==> config.mk <==
export PLATFORM = sky130hd
export DESIGN_NAME = data_stream_width_conv
export DESIGN_NICKNAME = d
export VERILOG_FILES = /design/src/rtl/data_stream_width_conv.sv
export SDC_FILE = /design/constraint.sdc
export NUM_CORES = 1
export LEC_CHECK = 0
export CAP_MARGIN = 30
export CORE_ASPECT_RATIO = 0.5
export CORE_MARGIN = 2
export CORE_UTILIZATION = 53
export DETAILED_ROUTE_END_ITERATION = 10
export PLACE_DENSITY_LB_ADDON = 0.25
export SYNTH_ARGS = -nofsm -noshare
export SYNTH_HDL_FRONTEND = slang
export SYNTH_SLANG_ARGS = --single-unit
==> constraint.sdc <==
create_clock -name clk -period 2.4 [get_ports clk]
set_input_delay 0.48 -clock clk [delete_from_list [all_inputs] [get_ports clk]]
set_output_delay 0.48 -clock clk [all_outputs]
set_load 0.005 [all_outputs]
==> src/rtl/data_stream_width_conv.sv <==
// data_stream_width_conv
// ----------------------
// Width converter for a valid/ready data stream that carries data, byte
// strobes and a packet-end flag (last).
//   OUT_WIDTH > IN_WIDTH : packs N narrow beats into one wide word (upsize).
//   OUT_WIDTH < IN_WIDTH : splits one wide word into N narrow beats (downsize).
//   OUT_WIDTH = IN_WIDTH : single registered slice.
// Lanes are little-endian: lane k is bits [k*W +: W] and goes first when k
// is lowest. All m_* outputs come straight from flops.
//
// Ports
//   clk      rising-edge clock
//   rst      synchronous active-high reset
//   s_data   slave data            [IN_WIDTH]
//   s_strb   slave byte strobe     [IN_WIDTH/8]
//   s_last   slave end-of-packet
//   s_valid  slave valid
//   s_ready  slave ready (may depend combinationally on m_ready)
//   m_data   master data           [OUT_WIDTH]
//   m_strb   master byte strobe    [OUT_WIDTH/8]
//   m_last   master end-of-packet
//   m_valid  master valid
//   m_ready  master ready
module data_stream_width_conv #(
  parameter int IN_WIDTH   = 32,
  parameter int OUT_WIDTH  = 128,
  parameter bit DROP_EMPTY = 1'b1
) (
  input  logic                   clk,
  input  logic                   rst,
  input  logic [IN_WIDTH-1:0]    s_data,
  input  logic [IN_WIDTH/8-1:0]  s_strb,
  input  logic                   s_last,
  input  logic                   s_valid,
  output logic                   s_ready,
  output logic [OUT_WIDTH-1:0]   m_data,
  output logic [OUT_WIDTH/8-1:0] m_strb,
  output logic                   m_last,
  output logic                   m_valid,
  input  logic                   m_ready
);

  localparam int IN_BYTES  = IN_WIDTH / 8;
  localparam int OUT_BYTES = OUT_WIDTH / 8;
  // One output slice worth of strobe bits, positioned at slice 0 of s_strb.
  localparam logic [IN_BYTES-1:0] SLICE_MASK = IN_BYTES'((64'd1 << OUT_BYTES) - 64'd1);

  logic                 en_r;
  logic [OUT_WIDTH-1:0] m_data_r;
  logic [OUT_BYTES-1:0] m_strb_r;
  logic                 m_last_r;
  logic                 m_valid_r;
  logic                 s_ready_s;

  assign m_data  = m_data_r;
  assign m_strb  = m_strb_r;
  assign m_last  = m_last_r;
  assign m_valid = m_valid_r;
  assign s_ready = s_ready_s;

  // Index of the last slice to emit for a downsized word. With DROP_EMPTY on
  // a last word, trailing all-zero-strobe slices are skipped; an all-zero
  // word still produces slice 0.
  function automatic int final_slice(input logic [IN_BYTES-1:0] strb, input logic last);
    int n;
    int fin;
    n = (OUT_WIDTH < IN_WIDTH) ? (IN_WIDTH / OUT_WIDTH) : 1;
    if (DROP_EMPTY && last) begin
      fin = 0;
      for (int k = 0; k < n; k++) begin
        if (|((strb >> (k * OUT_BYTES)) & SLICE_MASK)) begin
          fin = k;
        end else begin
          fin = fin;
        end
      end
    end else begin
      fin = n - 1;
    end
    return fin;
  endfunction

  // Ready enable: low through reset, high from the first cycle after it.
  always_ff @(posedge clk) begin
    if (rst) begin
      en_r <= 1'b0;
    end else begin
      en_r <= 1'b1;
    end
  end

  if ((IN_WIDTH % 8 != 0) || (OUT_WIDTH % 8 != 0) ||
      ((IN_WIDTH % OUT_WIDTH != 0) && (OUT_WIDTH % IN_WIDTH != 0))) begin : g_bad_cfg
    $error("data_stream_width_conv: widths must be byte multiples and integer multiples of each other");
  end

  if (OUT_WIDTH == IN_WIDTH) begin : g_pass

    // Ready whenever the output slot is empty or emptying this cycle.
    always_comb begin
      s_ready_s = en_r && !rst && (!m_valid_r || m_ready);
    end

    // One-entry register slice.
    always_ff @(posedge clk) begin
      if (rst) begin
        m_valid_r <= 1'b0;
        m_data_r  <= '0;
        m_strb_r  <= '0;
        m_last_r  <= 1'b0;
      end else if (s_valid && s_ready_s) begin
        m_valid_r <= 1'b1;
        m_data_r  <= s_data;
        m_strb_r  <= s_strb;
        m_last_r  <= s_last;
      end else if (m_ready) begin
        m_valid_r <= 1'b0;
      end else begin
        m_valid_r <= m_valid_r;
      end
    end

  end else if (OUT_WIDTH > IN_WIDTH) begin : g_up

    localparam int N  = OUT_WIDTH / IN_WIDTH;
    localparam int CW = (N > 1) ? $clog2(N) : 1;

    logic [OUT_WIDTH-1:0] acc_data_r;
    logic [OUT_BYTES-1:0] acc_strb_r;
    logic [CW-1:0]        cnt_r;
    logic [OUT_WIDTH-1:0] word_data_s;
    logic [OUT_BYTES-1:0] word_strb_s;
    logic                 accept_s;
    logic                 complete_s;

    // Merge the incoming beat into the accumulator at the current lane.
    // Lanes above cnt are always zero, so a word closed early by last
    // carries zero data and zero strobe in its unwritten lanes.
    always_comb begin
      s_ready_s   = en_r && !rst && (!m_valid_r || m_ready);
      accept_s    = s_valid && s_ready_s;
      complete_s  = (cnt_r == CW'(N - 1)) || s_last;
      word_data_s = acc_data_r;
      word_data_s[cnt_r * IN_WIDTH +: IN_WIDTH] = s_data;
      word_strb_s = acc_strb_r;
      word_strb_s[cnt_r * IN_BYTES +: IN_BYTES] = s_strb;
    end

    // Accumulator and lane counter.
    always_ff @(posedge clk) begin
      if (rst) begin
        acc_data_r <= '0;
        acc_strb_r <= '0;
        cnt_r      <= '0;
      end else if (accept_s && complete_s) begin
        acc_data_r <= '0;
        acc_strb_r <= '0;
        cnt_r      <= '0;
      end else if (accept_s) begin
        acc_data_r <= word_data_s;
        acc_strb_r <= word_strb_s;
        cnt_r      <= cnt_r + 1'b1;
      end else begin
        cnt_r      <= cnt_r;
      end
    end

    // Output register: the completing beat goes straight into it.
    always_ff @(posedge clk) begin
      if (rst) begin
        m_valid_r <= 1'b0;
        m_data_r  <= '0;
        m_strb_r  <= '0;
        m_last_r  <= 1'b0;
      end else if (accept_s && complete_s) begin
        m_valid_r <= 1'b1;
        m_data_r  <= word_data_s;
        m_strb_r  <= word_strb_s;
        m_last_r  <= s_last;
      end else if (m_ready) begin
        m_valid_r <= 1'b0;
      end else begin
        m_valid_r <= m_valid_r;
      end
    end

  end else begin : g_down

    localparam int N  = IN_WIDTH / OUT_WIDTH;
    localparam int IW = (N > 1) ? $clog2(N) : 1;

    typedef enum logic [0:0] {IDLE, SPLIT} state_t;

    state_t               state_r;
    state_t               state_nx;
    logic [IN_WIDTH-1:0]  word_r;
    logic [IN_BYTES-1:0]  strb_r;
    logic                 last_r;
    logic [IW-1:0]        idx_r;
    logic [IW-1:0]        fin_r;
    logic [IW-1:0]        fin_s;
    logic [IW-1:0]        nxt_idx_s;
    logic                 m_xfer_s;
    logic                 at_final_s;
    logic                 load_s;
    logic                 adv_s;

    // Next state and handshake control. While splitting, a new word is only
    // taken on the handshake of the final slice so words stream without a
    // bubble.
    always_comb begin
      state_nx   = state_r;
      s_ready_s  = 1'b0;
      m_xfer_s   = m_valid_r && m_ready;
      at_final_s = (idx_r == fin_r);
      nxt_idx_s  = idx_r + 1'b1;
      fin_s      = IW'(final_slice(s_strb, s_last));
      case (state_r)
        IDLE: begin
          s_ready_s = en_r && !rst && (!m_valid_r || m_ready);
          if (s_valid && s_ready_s) begin
            state_nx = SPLIT;
          end else begin
            state_nx = IDLE;
          end
        end
        SPLIT: begin
          s_ready_s = en_r && !rst && at_final_s && m_ready;
          if (m_xfer_s && at_final_s && !(s_valid && s_ready_s)) begin
            state_nx = IDLE;
          end else begin
            state_nx = SPLIT;
          end
        end
        default: begin
          s_ready_s = 1'b0;
          state_nx  = IDLE;
        end
      endcase
      load_s = s_valid && s_ready_s;
      adv_s  = (state_r == SPLIT) && m_xfer_s && !at_final_s;
    end

    // State register.
    always_ff @(posedge clk) begin
      if (rst) begin
        state_r <= IDLE;
      end else begin
        state_r <= state_nx;
      end
    end

    // Word latch, slice index and output register.
    always_ff @(posedge clk) begin
      if (rst) begin
        word_r    <= '0;
        strb_r    <= '0;
        last_r    <= 1'b0;
        idx_r     <= '0;
        fin_r     <= '0;
        m_valid_r <= 1'b0;
        m_data_r  <= '0;
        m_strb_r  <= '0;
        m_last_r  <= 1'b0;
      end else if (load_s) begin
        word_r    <= s_data;
        strb_r    <= s_strb;
        last_r    <= s_last;
        idx_r     <= '0;
        fin_r     <= fin_s;
        m_valid_r <= 1'b1;
        m_data_r  <= s_data[OUT_WIDTH-1:0];
        m_strb_r  <= s_strb[OUT_BYTES-1:0];
        m_last_r  <= s_last && (fin_s == '0);
      end else if (adv_s) begin
        idx_r     <= nxt_idx_s;
        m_data_r  <= word_r[nxt_idx_s * OUT_WIDTH +: OUT_WIDTH];
        m_strb_r  <= strb_r[nxt_idx_s * OUT_BYTES +: OUT_BYTES];
        m_last_r  <= last_r && (nxt_idx_s == fin_r);
      end else if (m_xfer_s) begin
        m_valid_r <= 1'b0;
      end else begin
        m_valid_r <= m_valid_r;
      end
    end

  end

endmodule

==> metrics.md, run 1 <==
| Metric | Value |
|---|---|
| Final HPWL DP | 24300 um |
| Initial DRC count | 1229 |
| Final period util | 97.6% |
| CTS clk-pin slew, worst paths | 0.07 ns |
| Port buffer count | 187 |
| Hold path cells | 1 |
| Total wire length | 37200 um |
| Mapped Nets | 1222 |
| Cells on worst reg2reg path | 5 |
| Synth top area cells | dfxtp_1, a31oi_1, a211oi_1, o2bb2ai_1, nor2b_1 |
| Max stage delay on crit path | 0.52 ns |
| Pre-CTS WS | 0.169 ns |
| Largest area contributor in the netlist | dfxtp_1 |
| CTS Sinks | 293 |
| Slew of the pin with the lowest slew margin | 1.05 ns |
| Final setup margin | 0.0569 ns |
| Largest net degree at the start of global routing | 78 |
| Number of diodes | 0 |
| I/O pin total | 188 |
| Lkg Pwr | 4.64 nW |
| DR pass1 iterations | 7 |
| FF-to-FF End | g_up.acc_data_r[64]$_SDFFE_PP0P_ |
| CP Cell Sequence | nand2b_1 > nor2_1 > clkdlybuf4s50_1 |
| Buf/Inv on CP | 1 |
| Remaining antenna violation count after routing | 0 |
| CTS tree | yes |
| Deepest clock path buffer count | 3 |
| Placed cell area | 13900 sq um |
| Cts bufs inserted | 26 |
| Yosys cell types | 41 |
| Slew HR | 30.2% |
| Area grow syn2layout | 26.6% |
| VDD IR max | 0.470 mV |
| DRC viols | 0 |
| Netlist Area Pre-Place | 11700 sq um |
| Setup TNS | 0 ns |
| Max-slew violations | 0 |
| Core area | 21700 sq um |
| Crit Path Max Fanout | 6 |
| Synth Register Bits | 293 |
| Die Span Y | 109 um |
| Hold WC Path Type | flip-flop to flip-flop |
| Fraction of layout cells with a size suffix above 1 | 8.85% |
| MaxCap Viol Count | 0 |
| Post-route cell area | 14800 sq um |
| First-pass GRT wire length | 57300 um |
| Initial antenna violation count | 0 |
| Vias per cell | 6.61 |
| Placement Rows | 38 |
| GP Congestion | 0.938 |
| GR Util All Layers | 30.8% |
| Hold buffers post-CTS | 0 |
| RSZ-0062 raised after global routing | false |
| Final Core Density | 68.3% |
| Chip width | 214 um |
| Synth warn | 0 |
| H-tree depth | 1 |
| Slowest cell on the critical path | dfxtp_1 |
| Synth Instances | 1176 |
| CP Capture Type | output port |
| CP delay by family, top | flip-flops |
| Hold Violations, Final | 0 |
| Yosys top cell area share | 50.1% |
| Crit Path Category | flip-flop to output port |
| Final nets | 1336 |
| Post-CTS Setup Inserts | 0 |
| Vias | 10600 |
| Worst r2r src | g_up.cnt_r[1]$_SDFFE_PP0P_ |
| Die area | 23400 sq um |
| WHS Endpoint | g_up.acc_data_r[119]$_SDFFE_PP0P_ |
| Pwr Density | 713 nW/um^2 |
| WL per Instance | 23.1 um |
| CP Launch Type | flip-flop |
| Post-synthesis sequential area ratio | 50.1% |
| Skew-Pair Late Insertion Delay | 0.53 ns |
| Status | finished, final reports clean |
| CTS resizes | 0 |
| Clock Skew | 0.00937 ns |
| Root buf cell | clkbuf_16 |
| Crit path required time | 1.92 ns |
| Crit path time final | 2.34 ns |
| Mean Syn Cell Area | 9.95 sq um |
| Min-delay src | g_up.acc_data_r[119]$_SDFFE_PP0P_ |
| Setup violations, final | 0 |
| F_max | 427 MHz |
| Arr. time, crit path | 1.86 ns |
| Vias in the first global route | 9919 |
| Initial Util | 54.0% |
| FF-to-FF setup slack | 0.16 ns |
| Grt total ovfl | 0 |
==> routing by layer <==
layer / up-vias / global-route usage, % / wire length, um
met3: 52 / 5.38 / 4070
met5: - / 0 / 0
met4: 0 / 6.70 / 616
li1: 4802 / - / -
met1: 5208 / 46.2 / 16400
met2: 580 / 46.2 / 16100
==> worst max path at each step <==
stage | end | from | slack (ns) | cells after the start
2_1_floorplan | m_data[103]$_SDFFE_PP0P_ | g_up.cnt_r[0]$_SDFFE_PP0P_ | 0.22 | 8
3_3_place_gp | s_ready | m_ready | 0.20 | 4
3_5_place_dp | m_data[92]$_SDFFE_PP0P_ | s_valid | 0.17 | 5
4_1_cts | s_ready | en_r$_DFF_P_ | 0.05 | 3
5_1_grt | s_ready | en_r$_DFF_P_ | 0.0006 | 3
6_report | s_ready | en_r$_DFF_P_ | 0.06 | 3
==> cells in the mapped netlist (all sizes together) <==
library cell	instances
nand3	30
o2bb2ai	69
buf	70
a41oi	4
a32oi	11
nand4	3
o21a	2
and3b	2
clkinv	2
nor3b	10
or3	2
and3	3
nor4bb	2
o32ai	2
nand3b	2
a311oi	35
nor2b	66
a21oi	61
o31ai	2
a211oi	109
inv	6
and4bb	1
a32o	38
nor2	2
dfxtp	293
nand2b	15
and4b	1
nand2	26
and2	38
a31oi	146
a22oi	37
nor3	1
ha	5
clkbuf	80
==> worst register-to-register path, stage by stage, from the launching register on <==
cell and delay, ns:
dfxtp_1 0.41, inv_1 0.12, ha_2 0.35, and3b_1 0.17, and2_1 0.82, a32o_1 0.30
==> registers in the layout, summed over array words and instances, names as in the netlist <==
| register | count |
|---|---|
| m_data | 128 |
| g_up.acc_data_r | 128 |
| m_last | 1 |
| en_r | 1 |
| m_strb | 16 |
| g_up.acc_strb_r | 16 |
| m_valid | 1 |
| g_up.cnt_r | 2 |
==> layout by cell type (no fill, tap or decap), drive strengths merged, types with 26 or more instances in the layout <==
cell / n
a211oi: 109
a21oi: 61
a22oi: 37
a311oi: 35
a31oi: 146
a32o: 38
and2: 38
buf: 50
clkbuf: 34
clkdlybuf4s50: 186
dfxtp: 293
nand2: 26
nand3: 30
nor2b: 66
o2bb2ai: 69
==> power by group <==
group	internal [mW]	switching (mW)	leakage [nW]
clock network	2.72	1.86	0.460
logic	0.396	0.550	1.81
registers	4.96	0.0671	2.37
total	8.08	2.48	4.64
==> area by class of cell <==
| class | instances | area (sq um) |
|---|---|---|
| repair buffers | 236 | 2400 |
| inverters | 8 | 30.0 |
| clock buffers | 34 | 742 |
| fillers | 1703 | 6870 |
| well taps | 300 | 375 |
| clock inverters | 14 | 203 |
| multi-input cells | 725 | 5190 |
| flip-flops and latches | 293 | 5870 |
==> stage by stage <==
step / total power, mW / cells / hold WS (ns)
finish: 10.6 / 1610 / 0.452
global route: 10.8 / 1610 / 0.472
CTS: 10.6 / 1610 / 0.456
detailed placement: 6.06 / 1562 / 0.436
global placement: 6.04 / 1562 / 0.434
floorplan: 5.57 / 1176 / 0.421
==> logic make-up (layout without fill, tap and decap cells) <==
logic type,count (synthesis),count (layout),synth area share [%]
AO/OA/AOI/OAI,516,516,33.0
adder cells (fa/ha/maj),5,5,0.535
buffers and inverters,158,292,6.06
flip-flops,293,293,50.1
AND/OR/NAND/NOR,204,204,10.3
(Power assumes the default switching activity.)
==> inputs of run 2 (changes only) <==
- CORE_MARGIN: 2 -> default
==> run 2 against run 1 <==
Sequential share of layout area is 0.18 points higher; critical endpoint unchanged; largest cell class unchanged; non-clock buffer count is 1 lower; register-to-register slack about the same; sequential power about the same; power decreased by 2.7%; clock skew grew 0.0020 ns; via count increased by 0.35%; combinational power barely moved; maximum frequency is 2.3% higher.
==> metrics.md, run 2 (same netlist as run 1, synthesis figures left out) <==
| Metric | Value |
|---|---|
| Crit Path Category | flip-flop to output port (unchanged) |
| CP Launch Type | flip-flop (unchanged) |
| Slowest cell on the critical path | clkdlybuf4s50_1 (was dfxtp_1) |
| Lkg Pwr | 4.61 nW (was 4.64 nW) |
| Chip width | 212 um (was 214 um) |
| Final period util | 95.5% (was 97.6%) |
| Initial antenna violation count | 0 (unchanged) |
| F_max | 436 MHz (was 427 MHz) |
| VDD IR max | 0.407 mV (was 0.470 mV) |
| Skew-Pair Late Insertion Delay | 0.54 ns (was 0.53 ns) |
| CTS tree | yes (unchanged) |
| Final Core Density | 69.9% (was 68.3%) |
| Deepest clock path buffer count | 3 (unchanged) |
| Crit path required time | 1.92 ns (about the same) |
| Area grow syn2layout | 26.0% (was 26.6%) |
| Fraction of layout cells with a size suffix above 1 | 8.58% (was 8.85%) |
| Setup TNS | 0 ns (unchanged) |
| Setup violations, final | 0 (unchanged) |
| CP delay by family, top | buffers and inverters (was flip-flops) |
| H-tree depth | 1 (unchanged) |
| WL per Instance | 23.7 um (was 23.1 um) |
| Grt total ovfl | 0 (unchanged) |
| Port buffer count | 187 (unchanged) |
| Pre-CTS WS | 0.176 ns (was 0.169 ns) |
| Vias | 10700 (was 10600) |
| Root buf cell | clkbuf_16 (unchanged) |
| Total power | 10.3 mW (was 10.6 mW) |
| Most frequent cells in the layout | dfxtp_1, clkdlybuf4s50_1, a31oi_1, a211oi_1, o2bb2ai_1 (unchanged) |
| Placement Rows | 37 (was 38) |
| Final setup margin | 0.109 ns (was 0.0569 ns) |
| Final nets | 1335 (was 1336) |
| CTS Sinks | 293 (unchanged) |
| Worst Setup EP | s_ready (unchanged) |
| Crit path time final | 2.29 ns (was 2.34 ns) |
| Pwr Density | 696 nW/um^2 (was 713 nW/um^2) |
| Stages on worst setup path | 3 (unchanged) |
| Cts bufs inserted | 26 (unchanged) |
| Arr. time, crit path | 1.81 ns (was 1.86 ns) |
| FF-to-FF setup slack | 0.17 ns (was 0.16 ns) |
| FF-to-FF End | m_data[111]$_SDFFE_PP0P_ (was g_up.acc_data_r[64]$_SDFFE_PP0P_) |
| First-pass GRT wire length | 58700 um (was 57300 um) |
| Worst r2r src | g_up.cnt_r[0]$_SDFFE_PP0P_ (was g_up.cnt_r[1]$_SDFFE_PP0P_) |
| Crit. Startpoint | m_valid$_SDFFE_PP0P_ (was en_r$_DFF_P_) |
| Post-route cell area | 14700 sq um (was 14800 sq um) |
| Hold Violations, Final | 0 (unchanged) |
| DR pass1 iterations | 6 (was 7) |
| RSZ-0062 raised after global routing | false (unchanged) |
| GR Util All Layers | 33.2% (was 30.8%) |
| Slew HR | 34.1% (was 30.2%) |
| Total wire length | 37900 um (was 37200 um) |
| Max stage delay on crit path | 0.45 ns (was 0.52 ns) |
| Placed cell area | 13900 sq um (about the same) |
| Die Span Y | 107 um (was 109 um) |
| Buf/Inv on CP | 1 (unchanged) |
| Crit Path Max Fanout | 5 (was 6) |
| DRC viols | 0 (unchanged) |
| Initial DRC count | 1464 (was 1229) |
| Vias per cell | 6.69 (was 6.61) |
| CTS clk-pin slew, worst paths | 0.07 ns (about the same) |
| Vias in the first global route | 10100 (was 9919) |
| Hold WC Path Type | input pin to flip-flop (was flip-flop to flip-flop) |
| Commonest non-fill, non-tap cell in the layout | dfxtp_1 (unchanged) |
| Status | finished, final reports clean (unchanged) |
| Remaining antenna violation count after routing | 0 (unchanged) |
| Die area | 22700 sq um (was 23400 sq um) |
| Hold buffers post-CTS | 0 (unchanged) |
| Cells on worst reg2reg path | 5 (unchanged) |
| CP Capture Type | output port (unchanged) |
| GP Congestion | 0.842 (was 0.938) |
| Clock Skew | 0.0114 ns (was 0.00937 ns) |
| Final HPWL DP | 24500 um (was 24300 um) |
| Number of diodes | 0 (unchanged) |
| Core area | 21100 sq um (was 21700 sq um) |
| MaxCap Viol Count | 0 (unchanged) |
| Max-slew violations | 0 (unchanged) |
| Initial Util | 55.4% (was 54.0%) |
| CP Cell Sequence | nor2b_1 > nor2_1 > clkdlybuf4s50_1 (was nand2b_1 > nor2_1 > clkdlybuf4s50_1) |
| I/O pin total | 188 (unchanged) |
| Largest net degree at the start of global routing | 79 (was 78) |
| Slew of the pin with the lowest slew margin | 0.988 ns (was 1.05 ns) |
## run 2: timing repair
| action | 4_1_cts | 5_1_grt |
|---|---|---|
| setup endpoints to repair | 0 | 1 |
| hold endpoints to repair | 0 | 0 |
| setup buffers | 0 | 0 |
| resized for setup | 0 | 1 |
## run 2: per-layer routing
metal | vias to the layer above | GRT usage, % | routed length (um)
met2 | 626 | 47.6 | 16000
met1 | 5191 | 48.4 | 16200
met5 | - | 0 | 0
met3 | 79 | 9.61 | 4930
met4 | 0 | 7.92 | 794
li1 | 4783 | - | -
## run 2: power by group
group	total [mW]	internal [mW]	leakage, nW	switching, mW
combinational	0.949	0.395	1.81	0.554
clock	4.29	2.42	0.427	1.87
sequential	5.03	4.97	2.37	0.0667
total	10.3	7.78	4.61	2.49
## run 2: worst min-delay path by stage
| stage | from | end | slack [ns] | cells past startpoint |
|---|---|---|---|---|
| finish | rst | en_r$_DFF_P_ | 0.27 | 2 |
| global route | rst | g_up.cnt_r[0]$_SDFFE_PP0P_ | 0.26 | 2 |
| CTS | rst | g_up.cnt_r[0]$_SDFFE_PP0P_ | 0.25 | 2 |
| detailed placement | g_up.acc_data_r[119]$_SDFFE_PP0P_ | g_up.acc_data_r[119]$_SDFFE_PP0P_ | 0.44 | 1 |
| global placement | g_up.acc_data_r[127]$_SDFFE_PP0P_ | g_up.acc_data_r[127]$_SDFFE_PP0P_ | 0.43 | 1 |
| floorplan | g_up.acc_data_r[100]$_SDFFE_PP0P_ | g_up.acc_data_r[100]$_SDFFE_PP0P_ | 0.42 | 1 |
## run 2: final cells by class
class / instances / area [sq um]
Multi-Input combinational cell: 725 / 5190
Clock buffer: 35 / 756
Inverter: 8 / 30.0
Sequential cell: 293 / 5870
Timing Repair Buffer: 235 / 2420
Tap cell: 292 / 365
Clock inverter: 9 / 109
Fill cell: 1578 / 6360
## run 2: metrics by stage
step                      hold WS, ns  cells
after floorplan                 0.421   1176
after global placement          0.434   1552
after detailed placement        0.436   1552
after CTS                       0.247   1596
after global routing            0.265   1597
final                           0.265   1597
==> inputs of run 3 (changes only) <==
- SETUP_SLACK_MARGIN: default -> 0.05
==> run 3 against run 2 <==
Routed wire length is 0.19% higher; sequential share of layout area hardly changed; register-to-register slack improved by 0.02 ns; critical path depth did not move; largest cell class unchanged; power about the same; clock skew is 0.0026 ns higher; count of clock-buffer cells in the layout is the same; clock power is essentially flat; hold slack got worse by 0.0040 ns; highest routed layer unchanged; sequential power barely moved; combinational power barely moved.
==> metrics.md, run 3 (same netlist as run 1, synthesis figures left out) <==
| Metric | Value |
|---|---|
| Status | finished, final reports clean (unchanged) |
| Chip width | 212 um (unchanged) |
| Post-route cell area | 14700 sq um (about the same) |
| Slowest cell on the critical path | clkdlybuf4s50_1 (unchanged) |
| Remaining antenna violation count after routing | 0 (unchanged) |
| Slew of the pin with the lowest slew margin | 0.977 ns (was 0.988 ns) |
| Stages on worst setup path | 3 (unchanged) |
| DR pass1 iterations | 6 (unchanged) |
| Arr. time, crit path | 1.74 ns (was 1.81 ns) |
| I/O pin total | 188 (unchanged) |
| Vias | 10700 (about the same) |
| CTS Sinks | 293 (unchanged) |
| Largest net degree at the start of global routing | 79 (unchanged) |
| Post-CTS Setup Inserts | 0 (unchanged) |
| Max stage delay on crit path | 0.50 ns (was 0.45 ns) |
| Number of diodes | 0 (unchanged) |
| Initial DRC count | 1442 (was 1464) |
| Hold buffers post-CTS | 0 (unchanged) |
| Layout filler cell count | 1580 (was 1578) |
| DRC viols | 0 (unchanged) |
| GR Util All Layers | 33.2% (unchanged) |
| Die area | 22700 sq um (unchanged) |
| Area grow syn2layout | 26.0% (about the same) |
| Initial Util | 55.4% (unchanged) |
| MaxCap Viol Count | 0 (unchanged) |
| RSZ-0062 raised after global routing | false (unchanged) |
| CP Launch Type | flip-flop (unchanged) |
| Die Span Y | 107 um (unchanged) |
| Setup TNS | 0 ns (unchanged) |
| GP Congestion | 0.842 (unchanged) |
| Skew-Pair Late Insertion Delay | 0.54 ns (about the same) |
| Initial antenna violation count | 0 (unchanged) |
| VDD IR max | 0.411 mV (was 0.407 mV) |
| Port buffer count | 187 (unchanged) |
| Commonest non-fill, non-tap cell in the layout | dfxtp_1 (unchanged) |
| CP delay by family, top | buffers and inverters (unchanged) |
| H-tree depth | 1 (unchanged) |
| Grt total ovfl | 0 (unchanged) |
| Vias per cell | 6.69 (about the same) |
| Placement Rows | 37 (unchanged) |
| Routed wl met3 | 4750 um (was 4930 um) |
| Crit Path Max Fanout | 6 (was 5) |
| CP Capture Type | output port (unchanged) |
| Crit Path Category | flip-flop to output port (unchanged) |
| CP Cell Sequence | nand2b_1 > nor2_1 > clkdlybuf4s50_1 (was nor2b_1 > nor2_1 > clkdlybuf4s50_1) |
| Hold path cells | 2 (unchanged) |
| Vias in the first global route | 10100 (unchanged) |
| Crit path required time | 1.92 ns (about the same) |
| Crit path time final | 2.22 ns (was 2.29 ns) |
| Most frequent cells in the layout | dfxtp_1, clkdlybuf4s50_1, a31oi_1, a211oi_1, o2bb2ai_1 (unchanged) |
| Met2 routed WL | 16100 um (was 16000 um) |
| Placed cell area | 13900 sq um (unchanged) |
| Clock Skew | 0.0140 ns (was 0.0114 ns) |
| Final period util | 92.4% (was 95.5%) |
| Slew HR | 34.9% (was 34.1%) |
| Final nets | 1335 (unchanged) |
| Hold WC Path Type | input pin to flip-flop (unchanged) |
| Cts bufs inserted | 26 (unchanged) |
| Fraction of layout cells with a size suffix above 1 | 8.66% (was 8.58%) |
| Buf/Inv on CP | 1 (unchanged) |
| Lkg Pwr | 4.61 nW (about the same) |
| Hold Violations, Final | 0 (unchanged) |
| CTS clk-pin slew, worst paths | 0.07 ns (about the same) |
| Max-slew violations | 0 (unchanged) |
| Deepest clock path buffer count | 3 (unchanged) |
| Root buf cell | clkbuf_16 (unchanged) |
| Setup violations, final | 0 (unchanged) |
| Pwr Density | 697 nW/um^2 (was 696 nW/um^2) |
| Wire length on met1 | 16400 um (was 16200 um) |
| Core area | 21100 sq um (unchanged) |
| WL per Instance | 23.8 um (was 23.7 um) |
| CTS tree | yes (unchanged) |
| Total wire length | 38000 um (was 37900 um) |
| Cells on worst reg2reg path | 5 (unchanged) |
| Uppermost layer routed | met4 (unchanged) |
| First-pass GRT wire length | 58700 um (unchanged) |
| Final HPWL DP | 24500 um (unchanged) |
| F_max | 451 MHz (was 436 MHz) |
## run 3: final cells by class
type	count	area, sq um	share of cell area, %
inverter	8	30.0	0.204
clock buffer	35	756	5.12
sequential	293	5870	39.8
timing repair buffer	235	2420	16.4
tap	292	365	2.48
multi-input combinational	725	5200	35.2
clock inverter	9	109	0.738
## run 3: power breakdown
group	switching, mW	leakage [nW]	internal [mW]
logic	0.555	1.81	0.395
clock network	1.87	0.427	2.42
registers	0.0668	2.37	4.97
## run 3: path summary, 6_finish.rpt
kind / from / end / slack [ns]
worst min-delay path: rst / g_up.cnt_r[0]$_SDFFE_PP0P_ / 0.26
worst max register to register: g_up.cnt_r[0]$_SDFFE_PP0P_ / m_data[111]$_SDFFE_PP0P_ / 0.19
worst min register to register: g_up.acc_data_r[107]$_SDFFE_PP0P_ / g_up.acc_data_r[107]$_SDFFE_PP0P_ / 0.45
worst max-delay path: en_r$_DFF_P_ / s_ready / 0.18
## run 3: metal layers
| metal | track usage, % | vias to the layer above |
|---|---|---|
| li1 | - | 4795 |
| met1 | 48.4 | 5186 |
| met4 | 7.92 | 0 |
| met2 | 47.6 | 629 |
| met3 | 9.61 | 76 |
| met5 | 0 | - |
## run 3: worst register-to-register path, cell delays in order (launching register included)
cell      delay [ns]
dfxtp_1         0.33
buf_4           0.20
ha_1            0.48
and3b_1         0.58
nand3_1         0.23
a311oi_1        0.30
## run 3: repair_timing
| item | in CTS | in global routing |
|---|---|---|
| setup endpoints to repair | 1 | 1 |
| gates resized for setup | 1 | 1 |
| cloned | 0 | 0 |
## run 3: through the flow
stage,total power [mW],setup slack [ns],util [%],cells,hold WS (ns)
2_1_floorplan,5.57,0.215,-,1176,0.421
3_3_place_gp,6.04,0.203,65.6,1552,0.434
3_5_place_dp,6.06,0.176,65.6,1552,0.436
4_1_cts,10.3,0.103,69.7,1596,0.247
5_1_grt,10.5,0.0600,69.9,1597,0.265
6_report,10.3,0.182,69.9,1597,0.261
